$ cat src/rtl/updn_counter_prescaled.sv
// Up/down counter with a clock-enable prescaler, modulo limit MAX, clamped parallel load and
// registered tick / terminal-count pulses. Define UPDN_SATURATE_EN to enable saturate mode.
module updn_counter_prescaled #(
  parameter int unsigned WIDTH    = 4,
  parameter int unsigned FACTOR_W = 5,
  parameter int unsigned MAX      = 2**WIDTH-1
) (
  input  logic                updn_port_clk,
  input  logic                updn_port_rst,
  input  logic                updn_port_en,
  input  logic [FACTOR_W-1:0] updn_port_clk_factor,
  input  logic                updn_port_clk_rst,
  input  logic                updn_port_dir_sel,
  input  logic                updn_port_load,
  input  logic [WIDTH-1:0]    updn_port_load_val,
  input  logic                updn_port_sat,
  output logic [WIDTH-1:0]    updn_port_count,
  output logic                updn_port_tick,
  output logic                updn_port_tc
);

  localparam logic [WIDTH-1:0] MAX_V = WIDTH'(MAX);

  logic [FACTOR_W-1:0] pre_q, pre_d;
  logic [WIDTH-1:0]    count_q, count_d;
  logic                tick_q, tick_d;
  logic                tc_q, tc_d;
  logic                sat_mode;
  logic                at_end;

`ifdef UPDN_SATURATE_EN
  assign sat_mode = updn_port_sat;
`else
  logic unused_sat;
  assign unused_sat = updn_port_sat;
  assign sat_mode   = 1'b0;
`endif

  assign at_end = updn_port_dir_sel ? (count_q == '0) : (count_q == MAX_V);

  // Priority: load, then prescaler clear, then enabled counting.
  always_comb begin
    pre_d   = pre_q;
    count_d = count_q;
    tick_d  = 1'b0;
    tc_d    = 1'b0;
    if (updn_port_load) begin
      count_d = (updn_port_load_val > MAX_V) ? MAX_V : updn_port_load_val;
      pre_d   = '0;
    end else if (updn_port_clk_rst) begin
      pre_d = '0;
    end else if (updn_port_en) begin
      // >= so a factor shrunk below the current phase ticks at once.
      if (pre_q >= updn_port_clk_factor) begin
        pre_d  = '0;
        tick_d = 1'b1;
        if (at_end) begin
          tc_d = 1'b1;
          if (!sat_mode) count_d = updn_port_dir_sel ? MAX_V : '0;
        end else begin
          count_d = updn_port_dir_sel ? (count_q - WIDTH'(1)) : (count_q + WIDTH'(1));
        end
      end else begin
        pre_d = pre_q + FACTOR_W'(1);
      end
    end
  end

  always_ff @(posedge updn_port_clk or negedge updn_port_rst) begin
    if (!updn_port_rst) begin
      pre_q   <= '0;
      count_q <= '0;
      tick_q  <= 1'b0;
      tc_q    <= 1'b0;
    end else begin
      pre_q   <= pre_d;
      count_q <= count_d;
      tick_q  <= tick_d;
      tc_q    <= tc_d;
    end
  end

  assign updn_port_count = count_q;
  assign updn_port_tick  = tick_q;
  assign updn_port_tc    = tc_q;

endmodule
$ cat config.mk
export PLATFORM = sky130hd
export DESIGN_NAME = updn_counter_prescaled
export DESIGN_NICKNAME = d
export VERILOG_FILES = /design/src/rtl/updn_counter_prescaled.sv
export SDC_FILE = /design/constraint.sdc
export NUM_CORES = 1
export LEC_CHECK = 0
export ABC_AREA = 1
export CORE_ASPECT_RATIO = 1.2
export CORE_UTILIZATION = 40
export DETAILED_ROUTE_END_ITERATION = 8
export GPL_ROUTABILITY_DRIVEN = 0
export GPL_TIMING_DRIVEN = 0
export PLACE_DENSITY = 0.77
export SYNTH_ARGS = -nofsm -noshare
export SYNTH_HDL_FRONTEND = slang
export SYNTH_SLANG_ARGS = --single-unit
$ cat constraint.sdc
create_clock -name updn_port_clk -period 2.4 [get_ports updn_port_clk]
set_input_delay 0.48 -clock updn_port_clk [delete_from_list [all_inputs] [get_ports updn_port_clk]]
set_output_delay 0.48 -clock updn_port_clk [all_outputs]
set_load 0.02 [all_outputs]
# Word level (Yosys, flattened, before mapping)
# Index checks and enable logic that the tools add are counted.
# classes
addsub	3
n_lt_le_gt_ge	2
n_eq_ne	2
mux	22
reduce_logical	5
# ops
cell	n
4-bit two-way mux	8
5-bit two-way mux	4
1-bit two-way mux	10
5-bit by 1-bit adder with 5-bit output (second input constant)	1
5-bit greater-or-equal comparator	1
4-bit by 1-bit adder with 4-bit output (second input constant)	1
4-bit equality test (second input constant)	1
4-bit greater-than comparator (second input constant)	1
4-bit zero test	1
2-bit nonzero test	2
4-bit by 1-bit subtractor with 4-bit output (second input constant)	1
3-bit AND reduction	1
3-bit nonzero test	1
2-bit by 1-bit != test with 1-bit output (second input constant)	1
# totals
regBits	11
in_bits	16
out_inout_bits	6
elab_cells	38

# Longest topological paths before layout
# logic_depth
word_depth	7
mapped_depth	10
ltp_nobuf	10

# Worst setup path before layout
# OpenSTA, ideal clock, no wires.
# synth_path
path_kind	reg2reg
startpoint	register count_q[0] (netlist: updn_port_count[0])
endpoint	register count_q[2] (netlist: updn_port_count[2])
setup_time_ns	0.117
t_arrival_ns	1.394
t_required_ns	2.283
slack_ns	0.889
path_stages_with_launch	10
path_buffers	0
period_less_slack_ns	1.511
path_cell_list	dfrtp_1 inv_1 fa_1 xnor2_1 nand2_1 nand2_1 nand2_1 nand2_1 nand2_1 nand2_1
# synth_via
elab_chain_cells	7
elab_cells_between_ends	11
classes_between	add/sub (2); eq/ne (1); mux (7); reduce/logical (1)
# synth_lines
element	line	source
start: declaration	25	logic [WIDTH-1:0] count_q, count_d;
start signal: assignment	77	count_q <= count_d;
4-bit by 1-bit adder with 4-bit output (tied with other cells)	61	count_d = updn_port_dir_sel ? (count_q - WIDTH'(1)) : (count_q + WIDTH'(1));
4-bit two-way mux / 1-bit two-way mux (equally long branches)	61, 39	
4-bit two-way mux *	57	if (at_end) begin
4-bit two-way mux *	54	if (pre_q >= updn_port_clk_factor) begin
4-bit two-way mux *	52	end else if (updn_port_en) begin
4-bit two-way mux *	50	end else if (updn_port_clk_rst) begin
4-bit two-way mux *	47	if (updn_port_load) begin
# Every way passes the cells marked *; elsewhere a longest branch is shown, timed or not. The select of a mux whose other input is x is not followed.
# A chain may end at the register's enable or synchronous reset.

# Worst setup path in the final report
# layout_path
startpoint	register count_q[1] (netlist: updn_port_count[1])
endpoint	output updn_port_count[1]
# layout_rtl
element	line	source
end: declaration	17	output logic [WIDTH-1:0] updn_port_count,
# No word-level cell between the ends.

==> metrics.md <==
| Metric | Value |
|---|---|
| Max Clk Rate | `539 MHz` |
| Routed vias/inst | `slightly below 5` |
| Leakage power | `between 0.6 and 0.7 nW` |
| WP data required | `1.92 ns` |
| Clock transition at the registers of the reported paths | `around 0.070 ns` |
| CP Launch Type | `flip-flop` |
| Core Rows | `17` |
| Critical path depth | `1` |
| DIE AREA | `approximately 2300 sq um` |
| I/O Buffers | `20` |
| Mean post-synth cell area | `between 7 and 8 sq um` |
| Cell Chain, Critical Path | `clkdlybuf4s50_1` |
| Crit path buffers/inverters | `1` |
| Sw Ratio | `about a third` |
| Detail Route Antenna Nets | `0` |
| Hold buffers post-CTS | `0` |
| Iteration-0 DRC count of the detailed router | `9` |
| Syn Inst Count | `roughly 120` |
| Flops & latches, synth | `11` |
| # IOs | `22` |
| Gr usage total | `~17%` |
| Vias in the first global route | `739` |
| TritonRoute pass-1 iters | `6` |
| Fraction of layout cells with a size suffix above 1 | `approximately 7.7%` |
| Internal power | `356 uW` |
| Antenna violations before repair | `0` |
| Clk_skew | `0.00629 ns` |
| Global-route wire length before repair | `~2900 um` |
| Final Cycle Share | `between 70% and 80%` |
| Vias | `approximately 800` |
| Wirelength per Cell | `roughly 10 um` |
| DRC violations left | `0` |
| Diode count | `0` |
| Status | `finished clean` |
| Synth-to-layout area growth | `29.3%` |
| Combinational share of power | `35.9%` |
| Distinct cells, synth | `22` |
| Largest net degree at the start of global routing | `12` |
| Yosys warns | `0` |
| H-tree lvl count | `1` |
| Setup violations, final | `0` |
| Drt total wl | `around 1600 um` |
| Chip width | `44.2 um` |
| CTS Sinks | `11` |
| Num CTS Buffers | `3` |
| WHS | `roughly 0.53 ns` |
| Net count after synthesis | `144` |
| Switching power | `roughly 190 uW` |
| Power Density | `491 nW/um^2` |
| Final hold vios | `0` |
| CTS tree | `done` |
| RSZ-0062 raised after global routing | `no` |
| CP max FO | `6` |
| Family with the most delay on the worst path | `buffers and inverters` |
| Setup TNS | `0 ns` |
| Final HPWL DP | `roughly 1300 um` |
| Critical Path Max Stage Delay | `approximately 0.65 ns` |
| Die Span Y | `approximately 53 um` |
| Cts repair resizes | `0` |
| Seq pwr share | `around two fifths` |
| Root buffer cell | `clkbuf_4` |
| Grt ovf | `0` |
| Max transition margin | `65.2%` |
| Crit path max-delay cell type | `clkdlybuf4s50_1` |
| Seq/Total Area, Yosys | `between 30 and 40%` |
| Worst Hold Class | `flip-flop to flip-flop` |
| Pins Over Slew Limit | `0` |
| Initial Utilization | `between 40 and 50%` |
| Worst Setup End Kind | `primary output` |
| Clock power share | `between 20% and 30%` |
| Max clock buf depth | `2` |
| R2r worst-path depth | `8` |
| Final core occ | `roughly 58%` |
| Post-CTS setup buffer count | `0` |
| Core area | `~1900 sq um` |
| CP Data Arrival Time | `1.37 ns` |
| CP Class | `flip-flop to primary output` |
| Worst Tran Pin Value | `roughly 0.52 ns` |
| Post-Syn Area | `853 sq um` |
| Maximum VDD drop | `approximately 320 uV` |
| Number of max-cap violations | `0` |
| Layout Nets | `between 150 and 200` |
| Worst hold path depth | `1` |
| Crit path time final | `1.85 ns` |
| Clk Latency, worst-skew pair | `~0.27 ns` |
## per-stage QoR
stage          cell area (sq um)  setup WS (ns)  power [mW]  instances
3_5_place_dp                1080          0.292       0.418        158
5_1_grt                     1100          0.426       0.586        162
6_report                    1100          0.545       0.541        162
4_1_cts                     1100          0.531       0.544        162
2_1_floorplan                853          0.889       0.338        119
3_3_place_gp                1080          0.313       0.411        158
## worst reg2reg max path, delay by kind of cell, from the launching register on
| kind | cells | cell delay, ns |
|---|---|---|
| fa+ha+maj | 1 | 0.34 |
| simple gates | 7 | 0.65 |
| flops | 1 | 0.44 |
## per-layer routing
layer / GRT usage (%) / up-vias / share of wire, %
met3: 3.45 / 5 / 4.4
met1: 20.0 / 348 / 47
met4: 8.08 / 0 / 1.7
li1: - / 422 / -
met2: 30.1 / 27 / 47
met5: 0 / - / 0
## registers in the layout, summed over array words and instances (netlist names)
register,count
updn_port_tc,1
pre_q,5
updn_port_count,4
updn_port_tick,1
## synthesized netlist by cell type
library cell,number,share of area (%)
nand2_1,41,18
inv_1,22,9.7
dfrtp_1,11,32
nand3_1,10,5.9
ha_1,8,12
a21oi_1,5,2.9
nand2_2,3,2.2
nor2_1,3,1.3
o21ai_0,2,1.2
xor2_1,2,2.1
fa_1,1,2.3
nand2_4,1,1.3
nand3b_1,1,0.88
nand4_1,1,0.73
nand4_2,1,1.5
nor2_4,1,1.3
nor3_1,1,0.59
o21ai_1,1,0.59
o21ai_2,1,1.0
or2_0,1,0.73
or2_2,1,0.73
xnor2_1,1,1.0
## final cells by class
type	instances	area [sq um]
Timing Repair Buffer	20	200
Inverter	22	82.6
Fill cell	190	811
Multi-Input combinational cell	86	495
Clock buffer	4	26.3
Tap cell	19	23.8
Sequential cell	11	275
## final timing paths
kind | to | slack (ns) | startpoint
max in group asynchronous | pre_q[0] | 1.50 | updn_port_rst
worst max register to register | updn_port_count[3] | 0.89 | updn_port_count[2]
worst max-delay path | updn_port_count[1] | 0.55 | updn_port_count[1]
worst min register to register | pre_q[0] | 0.53 | pre_q[0]
worst min-delay path | pre_q[0] | 0.53 | pre_q[0]
min in group asynchronous | updn_port_tc | 0.55 | updn_port_rst
## cells in the final DEF (no fill, tap or decap), drive strengths merged
| master | netlist | final |
|---|---|---|
| xor2 | 2 | 2 |
| dfrtp | 11 | 11 |
| nand4 | 2 | 2 |
| nand2 | 45 | 45 |
| nand3 | 10 | 10 |
| inv | 22 | 22 |
| or2 | 2 | 2 |
| ha | 8 | 8 |
| xnor2 | 1 | 1 |
| nor3 | 1 | 1 |
| clkbuf | 0 | 4 |
| nand3b | 1 | 1 |
| clkdlybuf4s50 | 0 | 20 |
| a21oi | 5 | 5 |
| o21ai | 4 | 4 |
| fa | 1 | 1 |
| nor2 | 4 | 4 |
## cell families (layout without fill, tap and decap cells)
logic type / count (synthesis) / count (layout) / synth area share, %
flip-flops: 11 / 11 / 32.3
adder cells (fa/ha/maj): 9 / 9 / 14.1
buffers and inverters: 22 / 46 / 9.68
AO/OA/AOI/OAI: 9 / 9 / 5.72
AND/OR/NAND/NOR: 65 / 65 / 35.2
XOR/XNOR: 3 / 3 / 3.08
## power by group through the flow
stage,Sequential [mW],Combinational [mW],Clock [mW]
detailed placement,0.223,0.194,0
global route,0.223,0.222,0.142
global placement,0.223,0.188,0
floorplan,0.232,0.106,0
finish,0.221,0.194,0.127
CTS,0.221,0.195,0.129
Power figures use the tool's default switching activity.
